File: src/rtl/pcm_sample_fifo.sv
// PCM sample conditioning plus show-ahead FIFO in the decimator clock domain (mclk1).
// Define PCM_DC_BLOCK_EN to enable the DC tracker with saturation; otherwise samples are offset-binary converted.
module pcm_sample_fifo #(
   parameter int DEPTH    = 16,
   parameter int DC_SHIFT = 6
) (
   input  logic                     mclk1,
   input  logic                     reset,
   input  logic [7:0]               sample_in,
   input  logic                     sample_en,
   output logic [7:0]               m_data,
   output logic                     m_valid,
   input  logic                     m_ready,
   output logic [$clog2(DEPTH):0]   level,
   output logic                     overflow,
   input  logic                     clr_ovf
);

   localparam int             AW       = $clog2(DEPTH);
   localparam logic [AW:0]    FULL_LVL = (AW+1)'(DEPTH);

   generate
      if (DEPTH < 4 || (1 << AW) != DEPTH) begin : g_bad_depth
         $error("pcm_sample_fifo: DEPTH must be a power of two >= 4");
      end
      if (DC_SHIFT < 2 || DC_SHIFT > 12) begin : g_bad_shift
         $error("pcm_sample_fifo: DC_SHIFT must be in 2..12");
      end
   endgenerate

   logic [7:0] y;

`ifdef PCM_DC_BLOCK_EN
   localparam int               ACC_W   = 8 + DC_SHIFT;
   localparam logic [ACC_W-1:0] ACC_RST = ACC_W'(128) << DC_SHIFT;

   logic [ACC_W-1:0] dc_acc;
   logic [7:0]       dc;
   logic signed [8:0] diff;

   assign dc   = dc_acc[ACC_W-1:DC_SHIFT];
   assign diff = $signed({1'b0, sample_in}) - $signed({1'b0, dc});

   always_comb begin
      if (diff > 9'sd127)
         y = 8'h7F;
      else if (diff < -9'sd128)
         y = 8'h80;
      else
         y = diff[7:0];
   end

   // dc_acc stays within [0, 256<<DC_SHIFT) because dc tracks its own top bits.
   always_ff @(posedge mclk1 or negedge reset) begin
      if (!reset)
         dc_acc <= ACC_RST;
      else if (sample_en)
         dc_acc <= dc_acc + ACC_W'(sample_in) - ACC_W'(dc);
   end
`else
   assign y = {~sample_in[7], sample_in[6:0]};
`endif

   logic [7:0] y_reg;
   logic       y_vld;

   always_ff @(posedge mclk1 or negedge reset) begin
      if (!reset) begin
         y_reg <= '0;
         y_vld <= 1'b0;
      end else begin
         y_vld <= sample_en;
         if (sample_en)
            y_reg <= y;
      end
   end

   // Stream: a word transfers on each mclk1 edge where m_valid & m_ready;
   // m_valid depends only on occupancy, and m_data is the head word, stable until popped.
   logic [7:0]    mem [DEPTH];
   logic [AW-1:0] wr_ptr, rd_ptr;
   logic          full, pop, wr;

   assign m_valid = (level != '0);
   assign m_data  = mem[rd_ptr];
   assign full    = (level == FULL_LVL);
   assign pop     = m_valid & m_ready;
   assign wr      = y_vld & (~full | pop);

   always_ff @(posedge mclk1 or negedge reset) begin
      if (!reset) begin
         wr_ptr   <= '0;
         rd_ptr   <= '0;
         level    <= '0;
         overflow <= 1'b0;
         for (int i = 0; i < DEPTH; i++)
            mem[i] <= '0;
      end else begin
         if (wr) begin
            mem[wr_ptr] <= y_reg;
            wr_ptr      <= wr_ptr + AW'(1);
         end
         if (pop)
            rd_ptr <= rd_ptr + AW'(1);
         case ({wr, pop})
            2'b10:   level <= level + (AW+1)'(1);
            2'b01:   level <= level - (AW+1)'(1);
            default: level <= level;
         endcase
         // A drop in the same cycle as clr_ovf keeps the flag set.
         if (y_vld & full & ~pop)
            overflow <= 1'b1;
         else if (clr_ovf)
            overflow <= 1'b0;
      end
   end

endmodule

File: config.mk
export PLATFORM = sky130hd
export DESIGN_NAME = pcm_sample_fifo
export DESIGN_NICKNAME = d
export VERILOG_FILES = /design/src/rtl/pcm_sample_fifo.sv
export SDC_FILE = /design/constraint.sdc
export NUM_CORES = 1
export LEC_CHECK = 0
export ABC_AREA = 1
export CAP_MARGIN = 10
export CORE_UTILIZATION = 58
export DETAILED_ROUTE_END_ITERATION = 16
export DONT_BUFFER_PORTS = 1
export GPL_ROUTABILITY_DRIVEN = 1
export GPL_TIMING_DRIVEN = 0
export PLACE_DENSITY_LB_ADDON = 0.1
export SYNTH_ARGS = -nofsm -noshare
export SYNTH_HDL_FRONTEND = slang
export SYNTH_SLANG_ARGS = --single-unit
File: constraint.sdc
create_clock -name mclk1 -period 2.05 [get_ports mclk1]
set_clock_uncertainty 0.15 [all_clocks]
set_input_delay 0.1025 -clock mclk1 [delete_from_list [all_inputs] [get_ports mclk1]]
set_output_delay 0.1025 -clock mclk1 [all_outputs]
set_load 0.005 [all_outputs]
[Yosys cells after proc, flatten, opt, wreduce, memory -nomap -nowiden]
Cells that the tools add are included.
Storage, ports and cells
  register bits after elaboration: 151
  bits in latches: 0
  memory bits (writable): 0
  bits in read-only memories: 0
  word-level logic and storage cells: 55
  memories kept: 0
Operators by class
  add/sub/neg operators: 4
  multipliers: 0
  divide/modulo/power cells: 0
  order comparisons: 3
  equal/unequal tests: 3
  shifts and indexed selects: 0
  muxes and demuxes: 9
  bitwise operators: 10
  reductions and logical operators: 4
Operators by type and width (number)
  $bwmux 128: 1
  $bmux 8 s4: 1
  $demux 8 s4: 1
  $mux 8: 3
  $ge 5x5->1 const B: 2
  $not 4->5: 2
  $pmux 5 s2: 1
  $add 4x1->4 const B: 2
  $add 5x1->5 const B: 1
  $eq 5x5->1 const B: 1
  $lt 5x1->1 const B: 1
  $reduce_bool 5->1: 1
  $sub 5x1->5 const B: 1
  $and 1x1->1: 4
  $reduce_bool 2->1: 2
  $not 1->1: 3
  $eq 2x1->1 const B: 1
  $eq 2x2->1 const B: 1
  $mux 1: 2
  $logic_and 1x1->1: 1
  $or 1x1->1: 1

[Logic depth before layout (Yosys ltp)]
  depth after elaboration: 6
  gate-level depth with buffers: 16
  depth with buffers taken out: 16

[Least setup slack after synthesis]
No wires, ideal clock.
  path type: reg-to-reg
  from: reg level[1]
  to: reg level[4]
  setup time: 117 ps
  arrival time: 1931 ps
  setup slack: -148 ps
  cell stages (with the launch flop): 17
  path buffers: 0
  period minus slack after synthesis: 2198 ps
  path through: dfrtp_1 nor2_2 nand4_1 nand2_1 inv_1 ha_1 nand2_1 inv_1 nor2_1 ha_1 inv_1 nand2_1 nand3_1 nand2_1 nand2_1 nand3_1 nand2_1
Between the ends
  word-level cells in the longest chain between the ends: 6
  elaborated cells on any way between the ends: 12
  classes of those cells: 2 x add/sub; 3 x eq/ne; 1 x mux; 4 x bitwise; 2 x reduce/logical
Ends and longest elaborated chain
  from (decl): RTL line 14  | output logic [$clog2(DEPTH):0] level,
  from (signal assigned): RTL line 106  | 2'b10: level <= level + (AW+1)'(1);
  from (signal assigned): RTL line 107  | 2'b01: level <= level - (AW+1)'(1);
  from (signal assigned): RTL line 108  | default: level <= level;
  $reduce_bool 5->1 *: RTL line 84  | assign m_valid = (level != '0);
  via m_valid: RTL line 12  | output logic m_valid,
  $and 1x1->1 *: RTL line 87  | assign pop = m_valid & m_ready;
  via pop: RTL line 82  | logic full, pop, wr;
  $or 1x1->1: RTL line 88  | assign wr = y_vld & (~full | pop);
  $and 1x1->1: RTL line 88
  $eq 2x1->1 / $eq 2x2->1 (equally long branches): RTL line 105  | case ({wr, pop})
  $pmux 5 s2 / $reduce_bool 2->1 (equally long branches)
Mark *: on every way through the listed nets, which the timed path passes. The rest lies on a longest branch.
A chain may end at the register's enable or synchronous reset.

[Worst setup path after layout]
  from: reg rd_ptr[0]
  to: out m_data[1]
Between the ends
  word-level cells in the longest chain between the ends: 4
Ends and longest elaborated chain
  from (decl): RTL line 81  | logic [AW-1:0] wr_ptr, rd_ptr;
  from (signal assigned): RTL line 104  | rd_ptr <= rd_ptr + AW'(1);
  $not 4->5 (not written as such): RTL line 85  | assign m_data = mem[rd_ptr];
  $bmux 8 s4: RTL line 85
  $mux 8 (not written as such) (2 in a row): RTL line 85
  to (decl): RTL line 11  | output logic [7:0] m_data,
No other way between the ends. The select of a mux whose other input is x is not followed.

==> results.yml <==
outcome:
  status: "complete, but fails checks"
  failed_checks: "negative hold slack, negative setup slack"
grt:
  grt_pass1_vias: 6849
  grt_usage: 0.358
  antenna_found_initial: 0
  grt_max_degree: 152
  grt_pass1_wl_mm: 37.7
  overflow: 0
timing:
  hold_viol: 151
  fin_tns_setup_ns: -0.686
  clock.fmax_ghz: 0.462
  post-route-period-util: 1.06
  finalSetupViolations: 11
  tightestPinTransition_ns: 0.943
  slew_violations: 0
  timing.hold.ws_ns: -0.777
  layout_min_cycle_time_ns: 2.17
  max-slew-margin-rel: 0.371
  setup_slack_ns: -0.116
  rsz0062_at_grt: "true"
route:
  drc: 0
  wl_per_cell_um: 20.1
  dr.pass1.iters: 6
  final_antenna_net_count: 0
  vias: 7243
  drt-total-wl_mm: 24.7
  via_per_inst: 5.88
  dr.first_iter.drc_count: 1080
synth:
  seq_area_frac_synth: 0.487
  ys_ff_latch: 151
  synth_cell_types: 27
  syn_inst: 997
  syn-num-nets: 1018
  syn_area_per_cell_sq_um: 7.79
  syn-cell-area_sq_mm: 0.00776
  ys_warn_count: 0
worst_setup_path:
  critical_path_required_ns: 1.80
  end_kind: "output pin"
  ff2ff_setup_slack_ns: -0.09
  cp-start-kind: "flop"
  path_buf_inv: 2
  cpPeakStageDelay_ns: 0.48
  r2r_cells: 16
  slowest_stage: "dfrtp_2"
  cp.arrival_ns: 1.91
  cp_num_cells: 8
  path_cells: "buf_8 > clkbuf_16 > nor2_4 > nor2_1 > o21ai_1 > nand3_1 > nand3_2 > nand2_2"
  worstSetupPathType: "reg -> out"
  critPathTopFamily: "simple AND/OR/NAND/NOR gates"
  critical_path.max_fanout: 7
pwr:
  total_power_mw: 15.8
  swShare: 0.428
  ir_worst_vdd_mv: 1.26
  intPower_mw: 9.06
  p_sw_mw: 6.77
  p_comb_frac: 0.468
  seqPwrFrac: 0.332
  p_clk_frac: 0.199
  p_leak_nw: 4.81
  power_density_mw_per_mm2: 1680
floorplanning:
  core.rowCount: 41
  start_util: 0.605
  core_area_sq_mm: 0.0128
  die_h_um: 118
  io_pins: 28
  die_w_um: 118
  dieArea_sq_mm: 0.0139
finish:
  final_cell_mix: "nand2_1 (327), nand3_1 (171), dfrtp_1 (147)"
  final_common_cell: "nand2_1"
  largest_reg_flops: 128
  regArea_sq_mm: 0.00378
  final_util: 0.734
  fill_cells: 1013
  area_delta_synth_final_pct: 21.2
  nets: 1070
  stdcell_area_sq_mm: 0.00941
  multiInputGateArea_sq_mm: 0.00371
  final-instance-count-excl-fill: 1232
  drive_gt1_frac: 0.192
  n_antenna_cell: 0
clock_tree:
  cts.sinks: 151
  ctsHoldBuffers: 12
  clk_latency_ns: 0.42
  cts_max_level: 4
  cts.clk_slew.worst_paths_ns: 0.06
  numCtsBuffers: 17
  tritoncts: "built"
  root_buffer: "clkbuf_16"
  clock_path_buffers: 2
worst_hold_path:
  hold_class: "in -> async"
job:
  drv_cap: 0
placed_design:
  place_area_sq_mm: 0.00799
  place_inst: 1169
  dp_hpwl_mm: 15.3
  post-place-ws_ns: -0.372
  place_congestion: 0.911
  port_buffers: 0
[metal layers]
layer,track usage,up-vias,wire [um]
met2,0.538,447,11300
met4,0.136,0,739
li1,-,3326,-
met1,0.492,3412,9930
met3,0.101,58,2760
met5,0,-,0
[synthesized netlist by cell type]
cell      number  area, sq um
a21oi_1        1         5.00
buf_1          3         11.3
buf_12         1         20.0
buf_2         14         70.1
buf_4          3         22.5
buf_6         14          158
clkbuf_1      23         86.3
clkinv_1       2         7.51
dfrtp_1      151         3780
ha_1           8          100
inv_1         43          161
inv_2          5         18.8
inv_4          1         6.26
nand2_1      341         1280
nand2_2        4         25.0
nand2_4       13          146
nand3_1      185          926
nand4_1        1         6.26
nand4_2        1         12.5
nor2_1        83          312
nor2_2        18          113
o211ai_1      24          180
o21ai_0       43          215
o21ai_1        7         35.0
o22ai_1        1         6.26
xnor2_1        1         8.76
xor2_1         6         52.6
[logic make-up after synthesis]
| logic type | after synthesis | share of synthesized area |
|---|---|---|
| compound gates | 76 | 0.0569 |
| xor+xnor | 7 | 0.00790 |
| fa+ha+maj | 8 | 0.0129 |
| buf+inv | 109 | 0.0724 |
| flops | 151 | 0.487 |
| simple gates | 646 | 0.363 |
[power groups by stage]
stage	registers (mW)	clock network, mW	logic, mW
floorplan	4.87	0	4.08
global placement	5.07	0	5.47
detailed placement	5.10	0	5.58
CTS	5.12	3.15	6.31
global route	5.38	3.30	7.99
finish	5.27	3.16	7.41
[final timing paths]
path	startpoint	endpoint
min in group mclk1	sample_en	y_vld
worst min register to register	mem[50]	mem[50]
max in group asynchronous	reset	rd_ptr[0]
worst min-delay path	reset	mem[37]
worst max register to register	level[0]	level[4]
worst max-delay path	rd_ptr[0]	m_data[1]
[area by class of cell]
type / count / area share
Tap cell: 172 / 0.0229
Clock inverter: 9 / 0.0136
Sequential cell: 151 / 0.402
Timing Repair Buffer: 37 / 0.0497
Multi-Input combinational cell: 737 / 0.395
Buffer: 54 / 0.0479
Inverter: 51 / 0.0214
Clock buffer: 21 / 0.0479
[timing repair]
item	CTS	global route
setup buffers	14	5
setup endpoints to repair	12	29
pin swaps	30	56
gates cloned	1	5
endpoints found under the hold margin	166	151
resized for setup	65	98
(Power assumes the default switching activity.)
